<file path="src/rtl/fetch_unit.sv">
// Instruction fetch front-end: steers the PC, reads imem and buffers words for decode.
// Optional perf counters are enabled by defining FETCH_PERF_EN.
module fetch_unit #(
  parameter int DEPTH  = 4,
  parameter int PC_W   = 11,
  parameter int INSN_W = 32
) (
  input  logic              clk,
  input  logic              rst,
  input  logic              start,
  input  logic [PC_W-1:0]   start_addr,
  input  logic [PC_W-1:0]   pc_in,
  output logic              load_pc,
  output logic [1:0]        sel_pc,
  output logic [PC_W-1:0]   start_pc,
  output logic [PC_W-1:0]   dp_pc,
  output logic [PC_W-1:0]   imem_addr,
  output logic              imem_rd,
  input  logic [INSN_W-1:0] imem_rdata,
  input  logic              redirect,
  input  logic [PC_W-1:0]   redirect_pc,
  output logic              insn_valid,
  input  logic              insn_ready,
  output logic [INSN_W-1:0] insn,
  output logic [PC_W-1:0]   insn_pc
`ifdef FETCH_PERF_EN
  ,
  output logic [31:0]       perf_fetched,
  output logic [31:0]       perf_flushed,
  output logic [31:0]       perf_stall
`endif
);

  localparam int AW = $clog2(DEPTH);

  localparam logic [1:0] S_IDLE  = 2'b00;
  localparam logic [1:0] S_START = 2'b01;
  localparam logic [1:0] S_RUN   = 2'b10;
  localparam logic [1:0] S_REDIR = 2'b11;

  localparam logic [1:0] SEL_INC   = 2'b00;
  localparam logic [1:0] SEL_START = 2'b01;
  localparam logic [1:0] SEL_DP    = 2'b11;

  localparam logic [AW+1:0] DEPTH_C = (AW+2)'(DEPTH);

  logic [1:0]        state_q, state_d;
  logic [AW-1:0]     wr_ptr_q, wr_ptr_d;
  logic [AW-1:0]     rd_ptr_q, rd_ptr_d;
  logic [AW:0]       count_q, count_d;
  logic              pending_q, pending_d;
  logic [PC_W-1:0]   rd_pc_q, rd_pc_d;
  logic [PC_W-1:0]   start_pc_q, start_pc_d;
  logic [PC_W-1:0]   dp_pc_q, dp_pc_d;

  logic [INSN_W-1:0] data_q [DEPTH];
  logic [PC_W-1:0]   pcs_q  [DEPTH];

  logic [AW+1:0]     credit;
  logic              credit_ok;
  logic              issue;
  logic              flush;
  logic              enq;
  logic              deq;

  // Outstanding reads reserve a slot so a returning word never overflows.
  assign credit    = {1'b0, count_q} + (AW+2)'(pending_q);
  assign credit_ok = credit < DEPTH_C;

  assign flush = redirect & ((state_q == S_RUN) | (state_q == S_REDIR));
  assign enq   = pending_q & ~flush;
  assign deq   = insn_valid & insn_ready;

  assign insn_valid = (count_q != '0);
  assign insn       = insn_valid ? data_q[rd_ptr_q] : '0;
  assign insn_pc    = insn_valid ? pcs_q[rd_ptr_q]  : '0;
  assign imem_addr  = pc_in;
  assign start_pc   = start_pc_q;
  assign dp_pc      = dp_pc_q;

  always_comb begin
    state_d = state_q;
    load_pc = 1'b0;
    sel_pc  = SEL_INC;
    imem_rd = 1'b0;
    issue   = 1'b0;
    unique case (state_q)
      S_IDLE: begin
        if (start) state_d = S_START;
      end
      S_START: begin
        load_pc = 1'b1;
        sel_pc  = SEL_START;
        state_d = S_RUN;
      end
      S_RUN: begin
        if (redirect) begin
          state_d = S_REDIR;
        end else if (credit_ok) begin
          issue   = 1'b1;
          imem_rd = 1'b1;
          load_pc = 1'b1;
        end
      end
      S_REDIR: begin
        load_pc = 1'b1;
        sel_pc  = SEL_DP;
        if (!redirect) state_d = S_RUN;
      end
      default: state_d = S_IDLE;
    endcase
  end

  always_comb begin
    wr_ptr_d   = wr_ptr_q;
    rd_ptr_d   = rd_ptr_q;
    count_d    = count_q;
    pending_d  = issue;
    rd_pc_d    = rd_pc_q;
    start_pc_d = start_pc_q;
    dp_pc_d    = dp_pc_q;
    if (issue) rd_pc_d = pc_in;
    if ((state_q == S_IDLE) && start) start_pc_d = start_addr;
    if (flush) begin
      wr_ptr_d  = '0;
      rd_ptr_d  = '0;
      count_d   = '0;
      pending_d = 1'b0;
      dp_pc_d   = redirect_pc;
    end else begin
      if (enq) wr_ptr_d = wr_ptr_q + AW'(1);
      if (deq) rd_ptr_d = rd_ptr_q + AW'(1);
      unique case ({enq, deq})
        2'b10:   count_d = count_q + (AW+1)'(1);
        2'b01:   count_d = count_q - (AW+1)'(1);
        default: count_d = count_q;
      endcase
    end
  end

  always_ff @(posedge clk or posedge rst) begin
    if (rst) begin
      state_q    <= S_IDLE;
      wr_ptr_q   <= '0;
      rd_ptr_q   <= '0;
      count_q    <= '0;
      pending_q  <= 1'b0;
      rd_pc_q    <= '0;
      start_pc_q <= '0;
      dp_pc_q    <= '0;
    end else begin
      state_q    <= state_d;
      wr_ptr_q   <= wr_ptr_d;
      rd_ptr_q   <= rd_ptr_d;
      count_q    <= count_d;
      pending_q  <= pending_d;
      rd_pc_q    <= rd_pc_d;
      start_pc_q <= start_pc_d;
      dp_pc_q    <= dp_pc_d;
    end
  end

  // Queue storage needs no reset: head outputs are gated by insn_valid.
  always_ff @(posedge clk) begin
    if (enq) begin
      data_q[wr_ptr_q] <= imem_rdata;
      pcs_q[wr_ptr_q]  <= rd_pc_q;
    end
  end

`ifdef FETCH_PERF_EN
  logic [31:0] fetched_q, flushed_q, stall_q;
  logic [32:0] fl_sum;

  assign fl_sum = {1'b0, flushed_q} + 33'(count_q) + 33'(pending_q);

  always_ff @(posedge clk or posedge rst) begin
    if (rst) begin
      fetched_q <= '0;
      flushed_q <= '0;
      stall_q   <= '0;
    end else begin
      if (enq && (fetched_q != '1)) fetched_q <= fetched_q + 32'd1;
      if (flush) flushed_q <= fl_sum[32] ? '1 : fl_sum[31:0];
      if ((state_q == S_RUN) && !redirect && !credit_ok && (stall_q != '1))
        stall_q <= stall_q + 32'd1;
    end
  end

  assign perf_fetched = fetched_q;
  assign perf_flushed = flushed_q;
  assign perf_stall   = stall_q;
`endif

endmodule

</file>
<file path="config.mk">
export PLATFORM = sky130hd
export DESIGN_NAME = fetch_unit
export DESIGN_NICKNAME = d
export VERILOG_FILES = /design/src/rtl/fetch_unit.sv
export SDC_FILE = /design/constraint.sdc
export NUM_CORES = 1
export LEC_CHECK = 0
export CORE_MARGIN = 5
export CORE_UTILIZATION = 48
export DETAILED_ROUTE_END_ITERATION = 8
export PLACE_DENSITY = 0.74
export SYNTH_ARGS = -nofsm -noshare
export SYNTH_HDL_FRONTEND = slang
export SYNTH_SLANG_ARGS = --single-unit
</file>
<file path="constraint.sdc">
create_clock -name clk -period 2.38 [get_ports clk]
set_input_delay 0.238 -clock clk [delete_from_list [all_inputs] [get_ports clk]]
set_output_delay 0.238 -clock clk [all_outputs]
set_load 0.005 [all_outputs]
</file>
==> qor.yml <==
placed_design:
  post-place-ws_ps: 90.4
  io_buffer_count: 150
  dpl_cell_area_mm2: 0.0103
  place_congestion: 0.726
  place_hpwl_um: 10600
grt:
  grt_use_total_pct: 17.6
  grt_pass1_wl_um: 27800
  grt_max_degree: 46
  grt.overflow.total: 0
  antenna_found_initial: 0
  first_global_vias: 5034
floorplan:
  rows: 48
  core_area_mm2: 0.0173
  io_pins: 151
  fp.dieH_um: 143
  die_x_um: 143
  die-area_mm2: 0.0204
  start_util_pct: 49.0
clocking:
  clk_path_buf_depth: 3
  root_buffer: "clkbuf_16"
  insertion_delay_ps: 490
  clock_sinks: 215
  path_clk_slew_ps: 60
  ctsHoldBuffers: 0
  cts_inserted_buffers: 23
  htree_levels: 1
  cts_tree: "done"
logic_synthesis:
  syn-cell-area_mm2: 0.00847
  synthTopCellsByArea: "edfxtp_1, dfrtp_1, mux4_2, and2_1, mux2_2"
  avgSynthCellArea_um2: 19.3
  synth-compound-area-share_pct: 1.00
  netlist.area_leader.share_pct: 61.0
  synth_top_family_by_area: "multiplexers"
  synthAdderAreaFrac_pct: 0.827
  synth_xor_area_share_pct: 0.620
  async_flop_share_pct: 20.0
  synthMuxAreaShare_pct: 14.8
  ys_seq_area_share_pct: 73.7
  synth-edff-count: 172
  netlist_instances: 439
  yosysWarnings: 0
  ys.flop_type: "edfxtp_1"
  yosys_register_bits: 215
  synth_cell_type_count: 37
  synth_largest_area_cell: "edfxtp_1"
  syn_nets: 514
  synth-simple-area-share_pct: 6.23
layout:
  area_growth_pct: 32.9
  fin_nets: 693
  antennaDiodeCount: 0
  final_cell_area_mm2: 0.0113
  layout_common_cells: "edfxtp_1, clkdlybuf4s50_1, mux4_2, dfrtp_1, nand2_1"
  post-route-util_pct: 65.1
  drive_gt1_share_pct: 32.2
  final_common_cell: "edfxtp_1"
detailed_routing:
  dr_total_vias: 4494
  wl_per_cell_um: 20.4
  vias_per_cell: 5.23
  drt_iter0_drc: 228
  wl_um: 17500
  postRouteAntennaNets: 0
  dr.pass1.iters: 4
  drc: 0
timing:
  slew_headroom_pct: 48.7
  layout_setup_ws_ps: -7.89
  tns_ps: -11.0
  tightestPinTransition_ps: 769
  finalCriticalPeriod_ps: 2390
  skew_ps: 11.0
  finalCritPeriodShare_pct: 100
  slew_violations: 0
  hold_violations: 0
  rsz0062_at_grt: "yes"
  finalSetupViolCount: 2
  fmax_mhz: 419
worst_setup_path:
  critPathCaptureType: "primary output"
  cp.arrival_ps: 2150
  critPathLaunchType: "flip-flop"
  r2r-end: "count_q[2]$_DFFE_PP0P_"
  critPathKind: "flip-flop to primary output"
  worstReg2RegStart: "count_q[1]$_DFFE_PP0P_"
  worstPathRequired_ps: 2140
  reg2reg_depth: 6
  reg2reg_slack_ps: 100
  critical_path.startpoint: "rd_ptr_q[0]$_DFFE_PP0P_"
  crit_fanout: 6
power_and_ir_drop:
  p_leak_nw: 4.10
  p_per_area_mw_per_mm2: 972
  vdd_drop_max_uv: 515
status:
  status: "complete, but fails checks"
  violations: "setup timing"
worst_hold_path:
  min_path_type: "input port to asynchronous set/reset pin"
flow_run:
  max-cap-violations: 0
logic make-up after synthesis:
family          count (synthesis)
buf+inv                        39
flops                         215
xor+xnor                        6
fa+ha+maj                       5
simple gates                   99
compound gates                  9
mux                            66
critical path: stages, from the launching register on:
cell	delay (ps)
dfrtp_4	510
buf_4	150
buf_12	130
mux4_2	440
and2_4	170
dlygate4sd2_1	260
through the flow:
step	instances	hold slack, ps	total power (W)
4_1_cts	856	227	0.0109
2_1_floorplan	439	337	0.00589
6_report	859	216	0.0110
3_3_place_gp	801	460	0.00708
5_1_grt	859	285	0.0115
3_5_place_dp	801	468	0.00716
power breakdown:
part | switching [W] | total (W) | internal (W)
sequential | 0.000185 | 0.00452 | 0.00433
clock | 0.00134 | 0.00347 | 0.00213
combinational | 0.00112 | 0.00297 | 0.00185
what timing repair did:
action,4_1_cts,5_1_grt
pin swaps,0,2
endpoints found under the setup margin,44,42
buffers inserted,10,4
gates cloned,4,0
gates resized for setup,128,56
how the worst max path moves through the flow:
stage,to,slack [ps],depth (start not counted)
floorplan,data_q[0][0]$_DFFE_PP_,270,2
global placement,insn_pc[8],220,4
detailed placement,count_q[2]$_DFFE_PP0P_,90,6
CTS,insn[16],-80,5
global route,insn_pc[10],-70,5
finish,insn_pc[10],-8,5
state kept, by name, indices dropped and copies added (netlist names):
register / flops
count_q: 3
data_q: 128
dp_pc: 11
pcs_q: 44
pending_q: 1
rd_pc_q: 11
rd_ptr_q: 2
start_pc: 11
state_q: 2
wr_ptr_q: 2
layout make-up:
| class | count | area [um2] |
|---|---|---|
| Clock buffer | 29 | 608 |
| Sequential cell | 215 | 6250 |
| Tap cell | 225 | 282 |
| Fill cell | 1175 | 6030 |
| Clock inverter | 12 | 134 |
| Timing Repair Buffer | 186 | 1890 |
| Inverter | 7 | 31.3 |
| Multi-Input combinational cell | 185 | 2070 |
synthesized netlist by cell type, drive strengths merged (2+ instances only):
cell and number:
ha 4, nand3 2, xnor2 4, a21oi 2, mux2 22, and2 45, inv 7, buf 24
edfxtp 172, mux4 43, and3 4, dfrtp 43, nor2 6, xor2 2, clkbuf 8, nand2 35
routing by layer:
metal | up-vias | wire (um) | track usage (%)
met2 | 147 | 8950 | 30.9
li1 | 2032 | - | -
met3 | 24 | 1250 | 4.35
met4 | 0 | 250 | 3.50
met1 | 2291 | 7040 | 22.4
met5 | - | 0 | 0
No activity file was read; power rests on OpenSTA's default activity.
